`config.mk`:
```
export PLATFORM = sky130hd
export DESIGN_NAME = p32_p4_serializer
export DESIGN_NICKNAME = d
export VERILOG_FILES = /design/src/rtl/p32_p4_serializer.sv
export SDC_FILE = /design/constraint.sdc
export NUM_CORES = 1
export LEC_CHECK = 0
export BUFFER_PORTS_ARGS = -buffer_cell sky130_fd_sc_hd__buf_2
export CELL_PAD_IN_SITES_DETAIL_PLACEMENT = 2
export CELL_PAD_IN_SITES_GLOBAL_PLACEMENT = 2
export CORE_MARGIN = 2
export CORE_UTILIZATION = 33
export DETAILED_ROUTE_END_ITERATION = 12
export PLACE_DENSITY_LB_ADDON = 0.1
export SYNTH_ARGS = -nofsm -noshare
export SYNTH_HDL_FRONTEND = slang
export SYNTH_SLANG_ARGS = --single-unit
```
`constraint.sdc`:
```
create_clock -name clk -period 2.4 [get_ports clk]
set_input_delay 0.12 -clock clk [delete_from_list [all_inputs] [get_ports clk]]
set_output_delay 0.12 -clock clk [all_outputs]
set_load 0.005 [all_outputs]
```
`src/rtl/p32_p4_serializer.sv`:
```
// 32-bit word -> 4-bit DAT lane serializer, MSB nibble first; pop at T+1, first nibble at T+2, back-to-back words.
// Stalls (holds all state) while enable is low; waits on an empty FIFO mid-block and flags underrun each cycle.
module p32_p4_serializer #(
   parameter int DATA_W = 32,
   parameter int LANE_W = 4
) (
   input  logic              clk,
   input  logic              reset,
   input  logic              enable,
   input  logic              start,
   input  logic [7:0]        blk_words,
   input  logic              fifo_empty,
   input  logic [DATA_W-1:0] fifo_data,
   output logic              fifo_pop,
   output logic [LANE_W-1:0] dat_out,
   output logic              dat_valid,
   output logic              busy,
   output logic              block_done,
   output logic              underrun
);

   typedef enum logic [1:0] {IDLE, WAIT, SHIFT, DONE} state_t;

   state_t            state, state_nxt;
   logic [DATA_W-1:0] shreg, shreg_nxt;
   logic [2:0]        nib_cnt, nib_cnt_nxt;
   logic [8:0]        words_left, words_left_nxt;
   logic              first_sent, first_sent_nxt;
   logic              pop_req;

   always_ff @(posedge clk) begin
      if (!reset) begin
         state      <= IDLE;
         shreg      <= '0;
         nib_cnt    <= '0;
         words_left <= '0;
         first_sent <= 1'b0;
      end else begin
         state      <= state_nxt;
         shreg      <= shreg_nxt;
         nib_cnt    <= nib_cnt_nxt;
         words_left <= words_left_nxt;
         first_sent <= first_sent_nxt;
      end
   end

   always_comb begin
      state_nxt      = state;
      shreg_nxt      = shreg;
      nib_cnt_nxt    = nib_cnt;
      words_left_nxt = words_left;
      first_sent_nxt = first_sent;
      pop_req        = 1'b0;
      dat_out        = '0;
      dat_valid      = 1'b0;
      block_done     = 1'b0;
      underrun       = 1'b0;

      case (state)
         IDLE: begin
            if (start) begin
               words_left_nxt = (blk_words == 8'd0) ? 9'd256 : {1'b0, blk_words};
               first_sent_nxt = 1'b0;
               state_nxt      = WAIT;
            end
         end
         WAIT: begin
            if (enable && !fifo_empty) begin
               pop_req     = 1'b1;
               shreg_nxt   = fifo_data;
               nib_cnt_nxt = '0;
               state_nxt   = SHIFT;
            end else begin
               // Waiting before the first word of a block is normal start-up, not an underrun
               underrun = fifo_empty && first_sent;
            end
         end
         SHIFT: begin
            if (enable) begin
               dat_valid   = 1'b1;
               dat_out     = shreg[DATA_W-1 -: LANE_W];
               shreg_nxt   = shreg << LANE_W;
               nib_cnt_nxt = nib_cnt + 3'd1;
               if (nib_cnt == 3'd7) begin
                  if (words_left != 9'd0)
                     words_left_nxt = words_left - 9'd1;
                  first_sent_nxt = 1'b1;
                  if (words_left == 9'd1) begin
                     state_nxt = DONE;
                  end else if (!fifo_empty) begin
                     // Reload in the last-nibble cycle so words stream with no gap
                     pop_req     = 1'b1;
                     shreg_nxt   = fifo_data;
                     nib_cnt_nxt = '0;
                  end else begin
                     state_nxt = WAIT;
                  end
               end
            end
         end
         DONE: begin
            block_done = 1'b1;
            state_nxt  = IDLE;
         end
         default: state_nxt = IDLE;
      endcase
   end

   assign fifo_pop = pop_req && reset;
   assign busy     = (state != IDLE);

endmodule

```
==> impl_metrics.json <==
{
  "outcome": "complete, no violations",
  "final-instance-count-excl-fill": 475,
  "power.total_mw": 3.45,
  "core_area_mm2": 0.00818,
  "p_sw_share_pct": 42.9,
  "num_antenna_cells": 0,
  "crit_buf_inv": 1,
  "detail_route.vias_per_cell": 5.68,
  "die_y_um": 95.7,
  "p_clk_share_pct": 18.5,
  "drt_iter0_drc": 92,
  "vias": 2699,
  "crit_type": "reg2reg",
  "setup_viol": 0,
  "ys_warn_count": 0,
  "power_density_mw_per_mm2": 1070,
  "dp_cells": 467,
  "holdPathEnd": "shreg[23]",
  "synth_seq_cells": 47,
  "cts_hold_buffers": 0,
  "grt_max_degree": 68,
  "grt_use_total_pct": 20.1,
  "crit_path_cell_trace": "inv_1 -> ha_1 -> nor2b_1 -> a211o_1 -> or4_1 -> a21oi_1",
  "synth_area_mm2": 0.00277,
  "antenna_found_initial": 0,
  "power_frac_comb_pct": 47.0,
  "endpoint_kind": "flop",
  "pin_count": 54,
  "post_cts_buffers": 0,
  "fin_hold_ws_ns": 0.0823,
  "path_delay_family": "simple AND/OR/NAND/NOR gates",
  "p_switching_mw": 1.48,
  "clkLatencyLatePin_ns": 0.31,
  "start_util_pct": 33.9,
  "synthArstFlopShare_pct": 0,
  "netlist_instances": 328,
  "synth_cell_types": 51,
  "ys_seq_area_share_pct": 33.9,
  "nNetsFinal": 423,
  "ys.flop_type": "dfxtp_1",
  "placement.io_buffers": 53,
  "post_drt_wl_per_cell_um": 18.2,
  "synthToLayoutAreaGrowth_pct": 16.2,
  "cp.arrival_ns": 2.34,
  "firstDrtPassIters": 4,
  "timing.final.crit_share_pct": 87.6,
  "drtAntennaViolNets": 0,
  "cp_slowest_cell": "or4_1",
  "critPathLaunchType": "flop",
  "timing.rr.start": "state[0]",
  "setup-tns-final_ns": 0,
  "grt_pass1_vias": 2801,
  "die_area_mm2": 0.00916,
  "clkTransAtPathRegs_ns": 0.10,
  "hold_path_startpoint": "fifo_data[23]",
  "gp_congestion": 0.796,
  "hpwl_mm": 5.96,
  "avgSynthCellArea_um2": 8.46,
  "yosys.area.top_type_share_pct": 33.9,
  "fin_crit_ns": 2.10,
  "drive_gt1_share_pct": 27.6,
  "cts_tree": "built",
  "synth-edff-count": 0,
  "globalRouteOverflowTotal": 0,
  "clockRootBuffer": "clkbuf_8",
  "cap_violations": 0,
  "min_path_type": "in2reg",
  "cts_max_path_buffers": 2,
  "fp.dieW_um": 95.7,
  "finalClockSkew_ns": 0.0120,
  "leakage_nw": 1.25,
  "drt_wl_total_mm": 8.64,
  "cts_htree_levels": 2,
  "cpPeakStageDelay_ns": 0.54,
  "placementRows": 33,
  "cts.sinks": 47,
  "synth_largest_area_cell": "dfxtp_1",
  "rsz0062_at_grt": "false",
  "grt_pass1_wl_mm": 14.3,
  "fmax_mhz": 476,
  "worstMarginPinSlew_ns": 0.551,
  "hold_viol_final": 0,
  "route.detailed.drc": 0,
  "crit_required_ns": 2.64,
  "synthesis.nets": 382,
  "reg2reg_depth": 6,
  "seq_power_share_pct": 34.5,
  "crit_fanout": 9,
  "maxSlewViolCount": 0,
  "r2r_setup_slack_ns": 0.30,
  "rr_endpoint": "words_left[2]",
  "cts_resized": 0,
  "slew_headroom_pct": 62.7,
  "ys_top_cells_by_area": "dfxtp_1 (34%), a211oi_1 (11%), a211oi_2 (9.0%), o21ai_0 (5.6%), nor2_1 (4.5%)",
  "cts-buffers-inserted": 5,
  "irDropWorstVdd_v": 0.000349,
  "p_int_mw": 1.97,
  "whs_path_depth": 3
}
## per-stage QoR
step / utilization [%] / setup slack (ns) / cell area, um^2
after detailed placement: 37.9 / 0.336 / 3100
after global placement: 37.9 / 0.426 / 3100
after global routing: 39.4 / 0.158 / 3220
after CTS: 39.4 / 0.287 / 3220
final: 39.4 / 0.298 / 3220
after floorplan: - / 0.442 / 2770
## power groups by stage
stage | clock network [mW] | logic, mW | registers (mW)
detailed placement | 0 | 1.63 | 1.21
global placement | 0 | 1.59 | 1.20
CTS | 0.658 | 1.64 | 1.19
finish | 0.638 | 1.62 | 1.19
floorplan | 0 | 1.21 | 1.14
global route | 0.690 | 1.83 | 1.22
## sequential cells by signal (all words and copies together) (netlist names)
| signal | flops |
|---|---|
| first_sent | 1 |
| words_left | 9 |
| nib_cnt | 3 |
| shreg | 32 |
| state | 2 |
## cell families (layout without fill, tap and decap cells)
kind of cell               count (synthesis)  count (layout)  share of synthesized area, %
AOI/OAI and AO/OA                        136             136                          37.1
adders and majority gates                  9               9                          4.06
buffers and inverters                     44              86                          8.16
DFF                                       47              47                          33.9
muxes                                      1               1                         0.361
and+or+nand+nor                           91              91                          16.4
## cell usage after synthesis, types with 2 or more instances
master    number
a211o_1        6
a211oi_1      41
a211oi_2      20
a21oi_1       18
a311oi_1       2
a31oi_1        3
and3_1         6
and4_1         2
buf_12         2
buf_2          5
buf_4          2
buf_6          2
clkbuf_1      20
clkinv_1       2
dfxtp_1       47
ha_1           9
inv_1         10
nand2_1       19
nand3_1        8
nand4_1        2
nor2_1        33
nor2b_1        2
nor3_1         5
nor4_1         3
o21ai_0       31
o32ai_1        3
## worst max path at each step
stage	startpoint	end	slack, ns	cells after the start
floorplan	state[0]	words_left[4]	0.44	7
global placement	state[0]	words_left[2]	0.43	6
detailed placement	state[0]	words_left[2]	0.34	6
CTS	state[0]	words_left[2]	0.29	6
global route	state[0]	state[1]	0.16	7
finish	state[0]	words_left[2]	0.30	6
## area by class of cell
| type | instances | area [um^2] |
|---|---|---|
| clock buffers | 6 | 82.6 |
| well taps | 105 | 131 |
| clock inverters | 2 | 38.8 |
| fillers | 973 | 4950 |
| multi-input cells | 237 | 1610 |
| flip-flops and latches | 47 | 941 |
| repair buffers | 66 | 375 |
| inverters | 12 | 45.0 |
## cell usage in the layout (no fill, tap or decap), types with 8 or more instances in the layout
cell / n
a21oi_1: 18
o21ai_0: 31
ha_1: 8
buf_4: 12
a211oi_1: 41
inv_1: 10
nand3_1: 8
nor2_1: 33
dfxtp_1: 47
nand2_1: 19
buf_2: 53
a211oi_2: 20
## worst register-to-register path: stages (launching register included)
cell and delay, ns:
dfxtp_1 0.38, inv_1 0.10, ha_1 0.30, nor2b_1 0.21, a211o_1 0.36, or4_1 0.54, a21oi_1 0.14
## per-layer routing
layer,GRT usage (%),wire length [um],vias to the layer above
met5,0,0,-
li1,-,-,1323
met2,32.1,3980,40
met1,28.8,4310,1331
met3,3.08,288,5
met4,3.57,63,0
Note: power is estimated with default switching activity, not from simulation.
